File: src/rtl/fns_dec_sched.sv
// fns_dec_sched: four requesters share one Fibonacci-number-system decoder.
//   A round-robin arbiter accepts at most one 12-bit codeword per cycle. The
//   codeword is decoded (sum of Fibonacci weights of its set bits) and
//   presented on a valid/ready output stage that also counts completed
//   output transfers.
//
// Optional feature: define FNS_DEC_SCHED_PIPE_EN to add a register stage
//   (code, id, valid) in front of the decoder. Latency grows from 1 to 2
//   cycles and throughput stays at one result per cycle.
//
// Ports:
//   clk, rst_n        clock, asynchronous active-low reset
//   req_valid[3:0]    requester i has a codeword pending
//   req_code[47:0]    codeword of requester i at [12*i +: 12]
//   req_ready[3:0]    zero-or-one-hot accept, combinational
//   out_valid         decoded result available
//   out_data          decoded value, `FBLEN12 bits wide
//   out_id[1:0]       requester that supplied out_data
//   out_ready         consumer accepts the result
//   dec_count[15:0]   completed output transfers, saturating

`ifndef FBLEN12
`define FBLEN12 10
`endif

module fns_dec_sched (
    input  logic                clk,
    input  logic                rst_n,
    input  logic [3:0]          req_valid,
    input  logic [47:0]         req_code,
    output logic [3:0]          req_ready,
    output logic                out_valid,
    output logic [`FBLEN12-1:0] out_data,
    output logic [1:0]          out_id,
    input  logic                out_ready,
    output logic [15:0]         dec_count
);

    localparam int DW = `FBLEN12;

    // Weights W01..W12 for code bits 0..11.
    localparam logic [DW-1:0] FIB_W [12] = '{
        DW'(1),  DW'(2),  DW'(3),   DW'(5),   DW'(8),   DW'(13),
        DW'(21), DW'(34), DW'(55),  DW'(89),  DW'(144), DW'(233)
    };

    function automatic logic [DW-1:0] fns_decode(input logic [11:0] code);
        logic [DW-1:0] acc;
        acc = '0;
        for (int k = 0; k < 12; k++) begin
            if (code[k]) acc = acc + FIB_W[k];
        end
        return acc;
    endfunction

    logic [3:0][11:0] codes;
    assign codes = req_code;

    logic [1:0]    last_grant_q, last_grant_d;
    logic          out_valid_q,  out_valid_d;
    logic [DW-1:0] out_data_q,   out_data_d;
    logic [1:0]    out_id_q,     out_id_d;
    logic [15:0]   dec_count_q,  dec_count_d;

    logic [1:0]    grant_id;
    logic          grant_found;
    logic          out_free;
    logic          in_free;
    logic          accept;
    logic          drain;
    logic [11:0]   dec_in;
    logic [DW-1:0] dec_out;

`ifdef FNS_DEC_SCHED_PIPE_EN
    logic          s1_valid_q, s1_valid_d;
    logic [11:0]   s1_code_q,  s1_code_d;
    logic [1:0]    s1_id_q,    s1_id_d;
    logic          s1_adv;
`endif

    // Round-robin search starting one past the last accepted requester.
    // An offset of 4 wraps back onto last_grant itself (checked last).
    always_comb begin
        grant_id    = last_grant_q;
        grant_found = 1'b0;
        for (int off = 1; off <= 4; off++) begin
            logic [1:0] idx;
            idx = last_grant_q + 2'(off);
            if (!grant_found && req_valid[idx]) begin
                grant_found = 1'b1;
                grant_id    = idx;
            end
        end
    end

    assign drain    = out_valid_q & out_ready;
    assign out_free = ~out_valid_q | out_ready;

`ifdef FNS_DEC_SCHED_PIPE_EN
    // Stage 1 moves forward whenever the output stage can take it.
    assign s1_adv  = s1_valid_q & out_free;
    assign in_free = ~s1_valid_q | out_free;
    assign dec_in  = s1_code_q;
`else
    assign in_free = out_free;
    assign dec_in  = codes[grant_id];
`endif

    // rst_n gates the grant so nothing is offered while in reset.
    always_comb begin
        req_ready = '0;
        if (rst_n && in_free && grant_found) req_ready[grant_id] = 1'b1;
    end

    assign accept  = |(req_valid & req_ready);
    assign dec_out = fns_decode(dec_in);

    always_comb begin
        last_grant_d = last_grant_q;
        out_valid_d  = out_valid_q;
        out_data_d   = out_data_q;
        out_id_d     = out_id_q;
        dec_count_d  = dec_count_q;

        if (accept) last_grant_d = grant_id;
        if (drain && dec_count_q != 16'hFFFF) dec_count_d = dec_count_q + 16'd1;

`ifdef FNS_DEC_SCHED_PIPE_EN
        s1_valid_d = s1_valid_q;
        s1_code_d  = s1_code_q;
        s1_id_d    = s1_id_q;

        if (accept) begin
            s1_valid_d = 1'b1;
            s1_code_d  = codes[grant_id];
            s1_id_d    = grant_id;
        end else if (s1_adv) begin
            s1_valid_d = 1'b0;
        end

        if (s1_adv) begin
            out_valid_d = 1'b1;
            out_data_d  = dec_out;
            out_id_d    = s1_id_q;
        end else if (drain) begin
            out_valid_d = 1'b0;
        end
`else
        // Load on accept even when draining, so back-to-back results have no bubble.
        if (accept) begin
            out_valid_d = 1'b1;
            out_data_d  = dec_out;
            out_id_d    = grant_id;
        end else if (drain) begin
            out_valid_d = 1'b0;
        end
`endif
    end

    always_ff @(posedge clk or negedge rst_n) begin
        if (!rst_n) begin
            last_grant_q <= 2'd3;
            out_valid_q  <= 1'b0;
            out_data_q   <= '0;
            out_id_q     <= '0;
            dec_count_q  <= '0;
        end else begin
            last_grant_q <= last_grant_d;
            out_valid_q  <= out_valid_d;
            out_data_q   <= out_data_d;
            out_id_q     <= out_id_d;
            dec_count_q  <= dec_count_d;
        end
    end

`ifdef FNS_DEC_SCHED_PIPE_EN
    always_ff @(posedge clk or negedge rst_n) begin
        if (!rst_n) begin
            s1_valid_q <= 1'b0;
            s1_code_q  <= '0;
            s1_id_q    <= '0;
        end else begin
            s1_valid_q <= s1_valid_d;
            s1_code_q  <= s1_code_d;
            s1_id_q    <= s1_id_d;
        end
    end
`endif

    assign out_valid = out_valid_q;
    assign out_data  = out_data_q;
    assign out_id    = out_id_q;
    assign dec_count = dec_count_q;

endmodule

File: config.mk
export PLATFORM = sky130hd
export DESIGN_NAME = fns_dec_sched
export DESIGN_NICKNAME = d
export VERILOG_FILES = /design/src/rtl/fns_dec_sched.sv
export SDC_FILE = /design/constraint.sdc
export NUM_CORES = 1
export LEC_CHECK = 0
export ABC_AREA = 1
export CORE_MARGIN = 4
export CORE_UTILIZATION = 46
export DETAILED_ROUTE_END_ITERATION = 8
export PLACE_DENSITY = 0.76
export SLEW_MARGIN = 30
export SYNTH_ARGS = -nofsm -noshare
export SYNTH_HDL_FRONTEND = slang
export SYNTH_SLANG_ARGS = --single-unit
File: constraint.sdc
create_clock -name clk -period 5.8 [get_ports clk]
set_input_delay 0.58 -clock clk [delete_from_list [all_inputs] [get_ports clk]]
set_output_delay 0.58 -clock clk [all_outputs]
set_load 0.05 [all_outputs]
==> results of run 1 <==
==> through the flow <==
step | instance area (um^2) | hold WS, ns | setup TNS, ns | cells | util, %
finish | 5560 | 0.475 | 0 | 831 | 75.5
global route | 5560 | 0.509 | -0.868 | 831 | 75.5
CTS | 5080 | 0.484 | 0 | 810 | 68.9
detailed placement | 4890 | 0.467 | -3.75 | 800 | 66.4
global placement | 4890 | 0.460 | -1.23 | 800 | 66.4
floorplan | 3530 | 0.284 | 0 | 564 | -
==> sequential cells by signal (all words and copies together) (netlist names) <==
signal / count
dec_count: 16
last_grant_q: 2
out_data: 10
out_id: 2
out_valid: 1
==> worst min path at each step <==
stage                                       start                       end  depth (start not counted)
after floorplan                             rst_n  dec_count[0]$_DFFE_PN0P_                          0
after global placement      out_id[0]$_DFFE_PN0P_     out_id[0]$_DFFE_PN0P_                          2
after detailed placement  out_data[9]$_DFFE_PN0P_   out_data[9]$_DFFE_PN0P_                          2
after CTS                 out_data[9]$_DFFE_PN0P_   out_data[9]$_DFFE_PN0P_                          2
after global routing        out_id[0]$_DFFE_PN0P_     out_id[0]$_DFFE_PN0P_                          2
final                       out_id[1]$_DFFE_PN0P_     out_id[1]$_DFFE_PN0P_                          2
==> placed cells by master, fill, tap and decap left out, drive strengths merged, types with 5 or more instances in the layout <==
master         count
buf               80
clkbuf             6
clkdlybuf4s50     83
dfrtp             29
ha                10
inv               72
nand2            238
nand3             67
nand4              8
nor2              50
o21ai             21
o22ai              5
xnor2              9
xor2              18
==> per-layer routing <==
| metal | vias to the layer above | global-route usage (%) | routed length [um] |
|---|---|---|---|
| li1 | 2118 | - | - |
| met1 | 1941 | 25.6 | 4430 |
| met2 | 156 | 42.3 | 5560 |
| met3 | 27 | 2.84 | 684 |
| met4 | 0 | 6.28 | 247 |
| met5 | - | 0 | 0 |
==> worst register-to-register path: cells and delay by family, from the launching register on <==
family        cells  cell delay [ns]
simple gates     36             2.99
buf+inv           7             0.79
xor+xnor          1             0.18
fa+ha+maj         4             0.93
flops             1             0.69
==> cell families after synthesis <==
logic type,share of synthesized area [%]
buffers and inverters,9.67
adder cells (fa/ha/maj),3.54
flip-flops,22.0
AND/OR/NAND/NOR,50.7
multiplexers,0.319
XOR/XNOR,7.12
AO/OA/AOI/OAI,6.62
==> layout make-up <==
cell class              count  area [um^2]
multi-input cells         453         2770
fillers                   515         1810
repair buffers            167         1490
flip-flops and latches     31          778
inverters                  73          282
well taps                  99          124
clock buffers               6         82.6
clock inverters             2         35.0
==> repair_timing <==
item                       in CTS  in global routing
pin swaps                       5                 64
gates resized for setup        18                 84
setup buffers                   2                 21
setup endpoints to repair       6                  9
==> flow_summary.toml, run 1 <==
[sta]
slew_headroom_pct = 52.5
fin_crit_ns = 5.67
slew_violations = 0
setup_viol = 0
worst_slack_ns = 0.130
final.setup_skew_ns = 0.00663
fin_crit_sh_pct = 97.8
timing.fmax_mhz = 176
finalHoldViolCount = 0
max_slew.worst_pin.slew_ns = 0.712

[drt]
avgViaCountPerCell = 5.10
drt_wl_total_um = 10900
first_iter_violations = 163
drtPass1Iterations = 5
vias = 4242
antenna_left = 0
drc = 0
drt-wirelength-per-cell_um = 13.1

[setup_path]
path_buf_inv = 7
cp_max_fo = 8
worstPathArrival_ns = 5.84
r2r_slack_ns = 0.13
startpoint = "last_grant_q[0]$_DFFE_PN1P_"
max_stage_delay_ns = 0.69
cp_num_cells = 48
reg2reg_to = "out_data[8]$_DFFE_PN0P_"
critPathRequiredTime_ns = 5.97
crit_slowest_cell = "dfstp_2"
cp-endpoint = "out_data[8]$_DFFE_PN0P_"
crit_path_end_kind = "flop"
critical_path_class = "reg -> reg"
worst_r2r_path_depth = 48
cpLargestDelayFamily = "simple AND/OR/NAND/NOR gates"
regToRegStartpoint = "last_grant_q[0]$_DFFE_PN1P_"
startpoint_type = "flop"

[cts]
cts_tree = "yes"
clk_path_buf_depth = 2
cts-hold-fix-buffers = 0
clock_latency_ns = 0.28
clk_pin_slew_ns = 0.07
cts_made_buffers = 5
numClockSinks = 31
clock-root-buffer = "clkbuf_8"
h-tree-depth = 2

[grt]
grt_pass1_vias = 3965
grt_max_degree = 33
grt_overflow = 0
grt_usage_pct = 22.2
antenna_found_initial = 0
grt_pass1_wl_um = 16600

[finish]
nets = 796
area_growth_pct = 57.5
drive_gt1_share_pct = 33.6
diodes = 0

[yosys]
yosysTopAreaCellShare_pct = 20.5
synth_area_leaders = "dfrtp_1 (21%), nand2_1 (20%), nand3_1 (8.4%)"
synth_area_per_cell_um2 = 6.26
synth_flop_cell = "dfrtp_1"
yosysSeqAreaShare_pct = 22.0
synth-edff-count = 0
syn-num-nets = 629
syn_area_um2 = 3530
ys_seq_elements = 31
synth-async-reset-ratio_pct = 100
yosysMostFrequentCell = "nand2_1"
yosysTopAreaCell = "dfrtp_1"
synth_common_cells = "nand2_1 (192), nand3_1 (59), inv_1 (57)"
ys.warnings.count = 0
syn-instance-count = 564
synth_cell_type_count = 44

[place]
routabilityCongestion = 0.898
dp_hpwl_um = 7950
io_buffer_count = 87
dpl_worst_slack_ns = -0.629

[floorplanning]
core-area_um2 = 7370
die_h_um = 95.6
start_util_pct = 47.9
rows = 31
die_area_um2 = 9140
io_pins = 88
die-width_um = 95.6

[run_status]
status = "complete, no violations"

[flow_run]
drv_cap = 0

[hold_path]
hp-class = "reg -> reg"
Power of run 1 is left out: the tool's default activity adds up to more than one toggle a clock period on the data nets, which glitch-free logic cannot reach.
==> run 2: changes to the inputs <==
--- a/config.mk
+++ b/config.mk
@@ -10,6 +10,7 @@
 export CORE_UTILIZATION = 46
 export DETAILED_ROUTE_END_ITERATION = 8
 export PLACE_DENSITY = 0.76
+export RECOVER_POWER = 100
 export SLEW_MARGIN = 30
 export SYNTH_ARGS = -nofsm -noshare
 export SYNTH_HDL_FRONTEND = slang
==> run 2 against run 1 <==
  * The flow now finishes with violations (max-capacitance violations, max-slew violations)
  * Die area did not move
  * Sequential cell count unchanged
  * Count of clock-buffer cells in the layout stayed put
  * Register-to-register slack barely moved
  * Critical path depth unchanged
  * Worst hold slack worse by 0.0055 ns
  * Critical endpoint unchanged
==> flow_summary.toml, run 2 (synthesis gave the netlist of run 1 again) <==
[run_status]
status = "finished with violations"
violations = "max-capacitance violations, max-slew violations"

[setup_path]
critPathRequiredTime_ns = 5.97
reg2reg_to = "out_data[8]$_DFFE_PN0P_"
worst_r2r_path_depth = 48
cp_max_fo = 8
cp_num_cells = 48
startpoint_type = "flop"
r2r_slack_ns = 0.13
worstPathArrival_ns = 5.84
critical_path_class = "reg -> reg"
crit_slowest_cell = "dfstp_2"
max_stage_delay_ns = 0.69
crit_path_end_kind = "flop"
path_buf_inv = 7
regToRegStartpoint = "last_grant_q[0]$_DFFE_PN1P_"
cpLargestDelayFamily = "simple AND/OR/NAND/NOR gates"

[sta]
setup_viol = 0
finalHoldViolCount = 0
fin_crit_sh_pct = 97.7
slew_violations = 33
timing.fmax_mhz = 176
slew_headroom_pct = -10.1
final.setup_skew_ns = 0.00593
fin_crit_ns = 5.67
max_slew.worst_pin.slew_ns = 1.65

[finish]
drive_gt1_share_pct = 33.5
largest_reg_flops = 16
fillCellCount = 515
fin_cells = 831
area_growth_pct = 57.4
final_cell_mix = "nand2_1 (158), buf_4 (75), nand2_2 (60)"
diodes = 0
nets = 796
final_common_cell = "nand2_1"
fin_util_pct = 75.4

[hold_path]
hold_path.startpoint = "out_id[1]$_DFFE_PN0P_"
hold_path_depth = 2
hold_path_end = "out_id[1]$_DFFE_PN0P_"
hp-class = "reg -> reg"

[cts]
clock_latency_ns = 0.28
numClockSinks = 31
clk_pin_slew_ns = 0.07
clock-root-buffer = "clkbuf_8"
cts_tree = "yes"
cts-hold-fix-buffers = 0
h-tree-depth = 2
cts_made_buffers = 5
clk_path_buf_depth = 2

[floorplanning]
start_util_pct = 47.9
io_pins = 88
core-area_um2 = 7370
die_h_um = 95.6
die_area_um2 = 9140
die-width_um = 95.6
rows = 31

[drt]
drt-wirelength-per-cell_um = 13.1
antenna_left = 0
first_iter_violations = 155
vias = 4242
drt_wl_total_um = 10900
drc = 0
avgViaCountPerCell = 5.10
drtPass1Iterations = 4

[grt]
grt_overflow = 0
grt_pass1_vias = 3965
antenna_found_initial = 0
grt_pass1_wl_um = 16600
grt_usage_pct = 22.2
grt_max_degree = 33

[flow_run]
drv_cap = 1

[place]
dp_hpwl_um = 7950
routabilityCongestion = 0.898
io_buffer_count = 87
place_inst = 800
[run 2: timing repair]
action / in CTS / in global routing
pin swaps: 5 / 64
gates resized for setup: 18 / 84
cloned: 0 / 0
hold endpoints to repair: 0 / 0
buffers inserted: 2 / 21
setup endpoints to repair: 6 / 9
[run 2: worst register-to-register path, delay by kind of cell (launching register included)]
family                   cells  cell delay [ns]
AND/OR/NAND/NOR             36             2.97
buffers and inverters        7             0.81
adder cells (fa/ha/maj)      4             0.93
XOR/XNOR                     1             0.18
flip-flops                   1             0.69
[run 2: stage by stage]
| step | hold WS [ns] | cell area [um^2] | setup slack, ns | TNS, ns |
|---|---|---|---|---|
| finish | 0.469 | 5560 | 0.134 | 0 |
| global route | 0.504 | 5560 | -0.218 | -0.868 |
| CTS | 0.484 | 5080 | 0.0198 | 0 |
| detailed placement | 0.467 | 4890 | -0.629 | -3.75 |
| global placement | 0.460 | 4890 | -0.320 | -1.23 |
| floorplan | 0.284 | 3530 | 0.212 | 0 |
[run 2: layout make-up]
class / count / area (um^2) / share of cell area (%)
clock buffer: 6 / 82.6 / 1.49
inverter: 73 / 282 / 5.07
clock inverter: 2 / 35.0 / 0.630
timing repair buffer: 167 / 1490 / 26.7
tap: 99 / 124 / 2.23
sequential: 31 / 778 / 14.0
multi-input combinational: 453 / 2770 / 49.8
[run 2: worst max path at each step]
stage / slack, ns / endpoint / startpoint
final: 0.13 / out_data[8]$_DFFE_PN0P_ / last_grant_q[0]$_DFFE_PN1P_
after global routing: -0.22 / out_data[8]$_DFFE_PN0P_ / last_grant_q[0]$_DFFE_PN1P_
after CTS: 0.02 / out_data[6]$_DFFE_PN0P_ / last_grant_q[0]$_DFFE_PN1P_
after detailed placement: -0.63 / out_data[6]$_DFFE_PN0P_ / req_valid[1]
after global placement: -0.32 / out_data[6]$_DFFE_PN0P_ / req_valid[0]
after floorplan: 0.21 / out_data[8]$_DFFE_PN0P_ / last_grant_q[0]$_DFFE_PN1P_
[run 2: metal layers]
metal  wire [um]  GRT usage (%)  share of wire, %  vias to the layer above
met2        5590           42.3                51                      139
met4         248           6.28               2.3                        0
met5           0              0                 0                        -
met3         586           2.84               5.4                       27
li1            -              -                 -                     2126
met1        4470           25.6                41                     1950
Power of run 2 is left out for the same reason.
==> run 3: changes to the inputs <==
--- a/config.mk
+++ b/config.mk
@@ -6,10 +6,12 @@
 export NUM_CORES = 1
 export LEC_CHECK = 0
 export ABC_AREA = 1
+export ABC_CLOCK_PERIOD_IN_PS = 5800
 export CORE_MARGIN = 4
 export CORE_UTILIZATION = 46
+export CTS_CLUSTER_SIZE = 30
 export DETAILED_ROUTE_END_ITERATION = 8
-export PLACE_DENSITY = 0.76
+export PLACE_DENSITY = 0.78
 export RECOVER_POWER = 100
 export SLEW_MARGIN = 30
 export SYNTH_ARGS = -nofsm -noshare
==> run 3 against run 2 <==
  * The run still ends with max-capacitance violations, max-slew violations left
  * Via count rose by 0.99%
  * Die area did not move
  * First-iteration DRC count increased by 48%
  * Final cell count down 0.60%
  * Wire length fell by 1.0%
  * Cell area decreased by 2.5%
  * Clock skew about the same
  * Maximum frequency up 1.3%
  * Setup slack better by 0.072 ns
  * Sequential cell count unchanged
  * Register-to-register slack improved by 0.07 ns
  * Non-clock buffer count down 5
  * Critical path type unchanged
  * Highest routed layer unchanged
==> flow_summary.toml, run 3 (synthesis gave the netlist of run 1 again) <==
[drt]
drt-wirelength-per-cell_um = 13.0
drt_wl_total_um = 10800
avgViaCountPerCell = 5.19
antenna_left = 0
drtPass1Iterations = 5
drc = 0
vias = 4284
first_iter_violations = 229

[place]
dpl_worst_slack_ns = -0.585
routabilityCongestion = 0.884
place_area_um2 = 4890
dp_hpwl_um = 8110
io_buffer_count = 87

[setup_path]
max_stage_delay_ns = 0.68
crit_path_end_kind = "flop"
cp_max_fo = 7
path_buf_inv = 7
worstPathArrival_ns = 5.73
cpMostUsedCell = "nand2_2"
regToRegStartpoint = "last_grant_q[0]$_DFFE_PN1P_"
crit_slowest_cell = "dfstp_4"
reg2reg_to = "out_data[6]$_DFFE_PN0P_"
worst_r2r_path_depth = 42
r2r_slack_ns = 0.21
startpoint_type = "flop"
cpLargestDelayFamily = "simple AND/OR/NAND/NOR gates"
critical_path_class = "reg -> reg"
critPathRequiredTime_ns = 5.94

[finish]
drive_gt1_share_pct = 31.4
diodes = 0
final_common_cell = "nand2_1"
nets = 792
multiInputGateArea_um2 = 2700
finalInstanceArea_um2 = 5420
area_growth_pct = 53.3
fillCellCount = 570
final_cell_mix = "nand2_1 (167), buf_4 (70), nand2_2 (59)"
regArea_um2 = 782
largest_reg_flops = 16

[cts]
numClockSinks = 31
clock-root-buffer = "clkbuf_8"
cts_tree = "yes"
clock_latency_ns = 0.28
h-tree-depth = 2
cts-hold-fix-buffers = 0
cts_made_buffers = 5
clk_path_buf_depth = 2
clk_pin_slew_ns = 0.07

[flow_run]
drv_cap = 1

[floorplanning]
start_util_pct = 47.9
die_h_um = 95.6
io_pins = 88
rows = 31
core-area_um2 = 7370
die-width_um = 95.6
die_area_um2 = 9140

[grt]
grt_pass1_wl_um = 16700
grt_overflow = 0
antenna_found_initial = 0
grt_pass1_vias = 3944
grt_usage_pct = 22.1
grt_max_degree = 33

[hold_path]
hold_path_end = "out_id[1]$_DFFE_PN0P_"
hp-class = "reg -> reg"
hold_path_depth = 2
hold_path.startpoint = "out_id[1]$_DFFE_PN0P_"

[sta]
setup_viol = 0
max_slew.worst_pin.slew_ns = 1.68
timing.fmax_mhz = 179
fin_crit_sh_pct = 96.4
finalHoldViolCount = 0
slew_violations = 33
slew_headroom_pct = -11.7
fin_crit_ns = 5.59
worst_slack_ns = 0.206
tns_ns = 0
final.setup_skew_ns = 0.00554

[run_status]
status = "finished with violations"
violations = "max-capacitance violations, max-slew violations"
run 3: cell count changes in the layout (fill, tap and decap cells not counted), moves of 3 or more:
cell,before,now
inv_2,23,20
nand2_4,18,11
nand2_1,158,167
buf_4,75,70
nand3_2,13,17
inv_1,48,51
run 3: final cells by class:
cell class / instances / area share [%]
Inverter: 73 / 5.20
Clock inverter: 1 / 0.0924
Tap cell: 99 / 2.29
Multi-Input combinational cell: 454 / 49.8
Timing Repair Buffer: 162 / 26.7
Clock buffer: 6 / 1.52
Sequential cell: 31 / 14.4
run 3: stage by stage:
step | util [%] | cells | hold WS, ns
after global routing | 73.5 | 826 | 0.506
final | 73.5 | 826 | 0.485
after floorplan | - | 564 | 0.284
after global placement | 66.3 | 799 | 0.459
after CTS | 68.2 | 810 | 0.486
after detailed placement | 66.3 | 799 | 0.471
run 3: metal layers:
metal | vias up | share of wire (%) | global-route usage [%]
met2 | 151 | 52 | 42.3
met4 | 0 | 2.1 | 4.98
li1 | 2104 | - | -
met3 | 28 | 5.4 | 2.13
met1 | 2001 | 40 | 26.3
met5 | - | 0 | 0
run 3: how the worst max path moves through the flow:
stage                                 from                       to  slack [ns]  cells past startpoint
2_1_floorplan  last_grant_q[0]$_DFFE_PN1P_  out_data[8]$_DFFE_PN0P_        0.21                     47
6_report       last_grant_q[0]$_DFFE_PN1P_  out_data[6]$_DFFE_PN0P_        0.21                     42
4_1_cts                       req_valid[2]  out_data[8]$_DFFE_PN0P_        0.01                     47
5_1_grt        last_grant_q[0]$_DFFE_PN1P_  out_data[6]$_DFFE_PN0P_       -0.14                     42
3_3_place_gp                  req_valid[1]  out_data[6]$_DFFE_PN0P_       -0.35                     41
3_5_place_dp                  req_valid[1]  out_data[6]$_DFFE_PN0P_       -0.59                     41
run 3: timing repair:
action,in CTS,in global routing
buffers inserted,3,16
gates cloned,1,0
endpoints found under the setup margin,6,8
endpoints found under the hold margin,0,0
pin swaps,4,47
gates resized for setup,11,73
run 3: worst min-delay path: cells and delay by family (launching register included):
family | cells | cell delay (ns)
AND/OR/NAND/NOR | 2 | 0.10
flip-flops | 1 | 0.35
Power of run 3 is left out for the same reason.
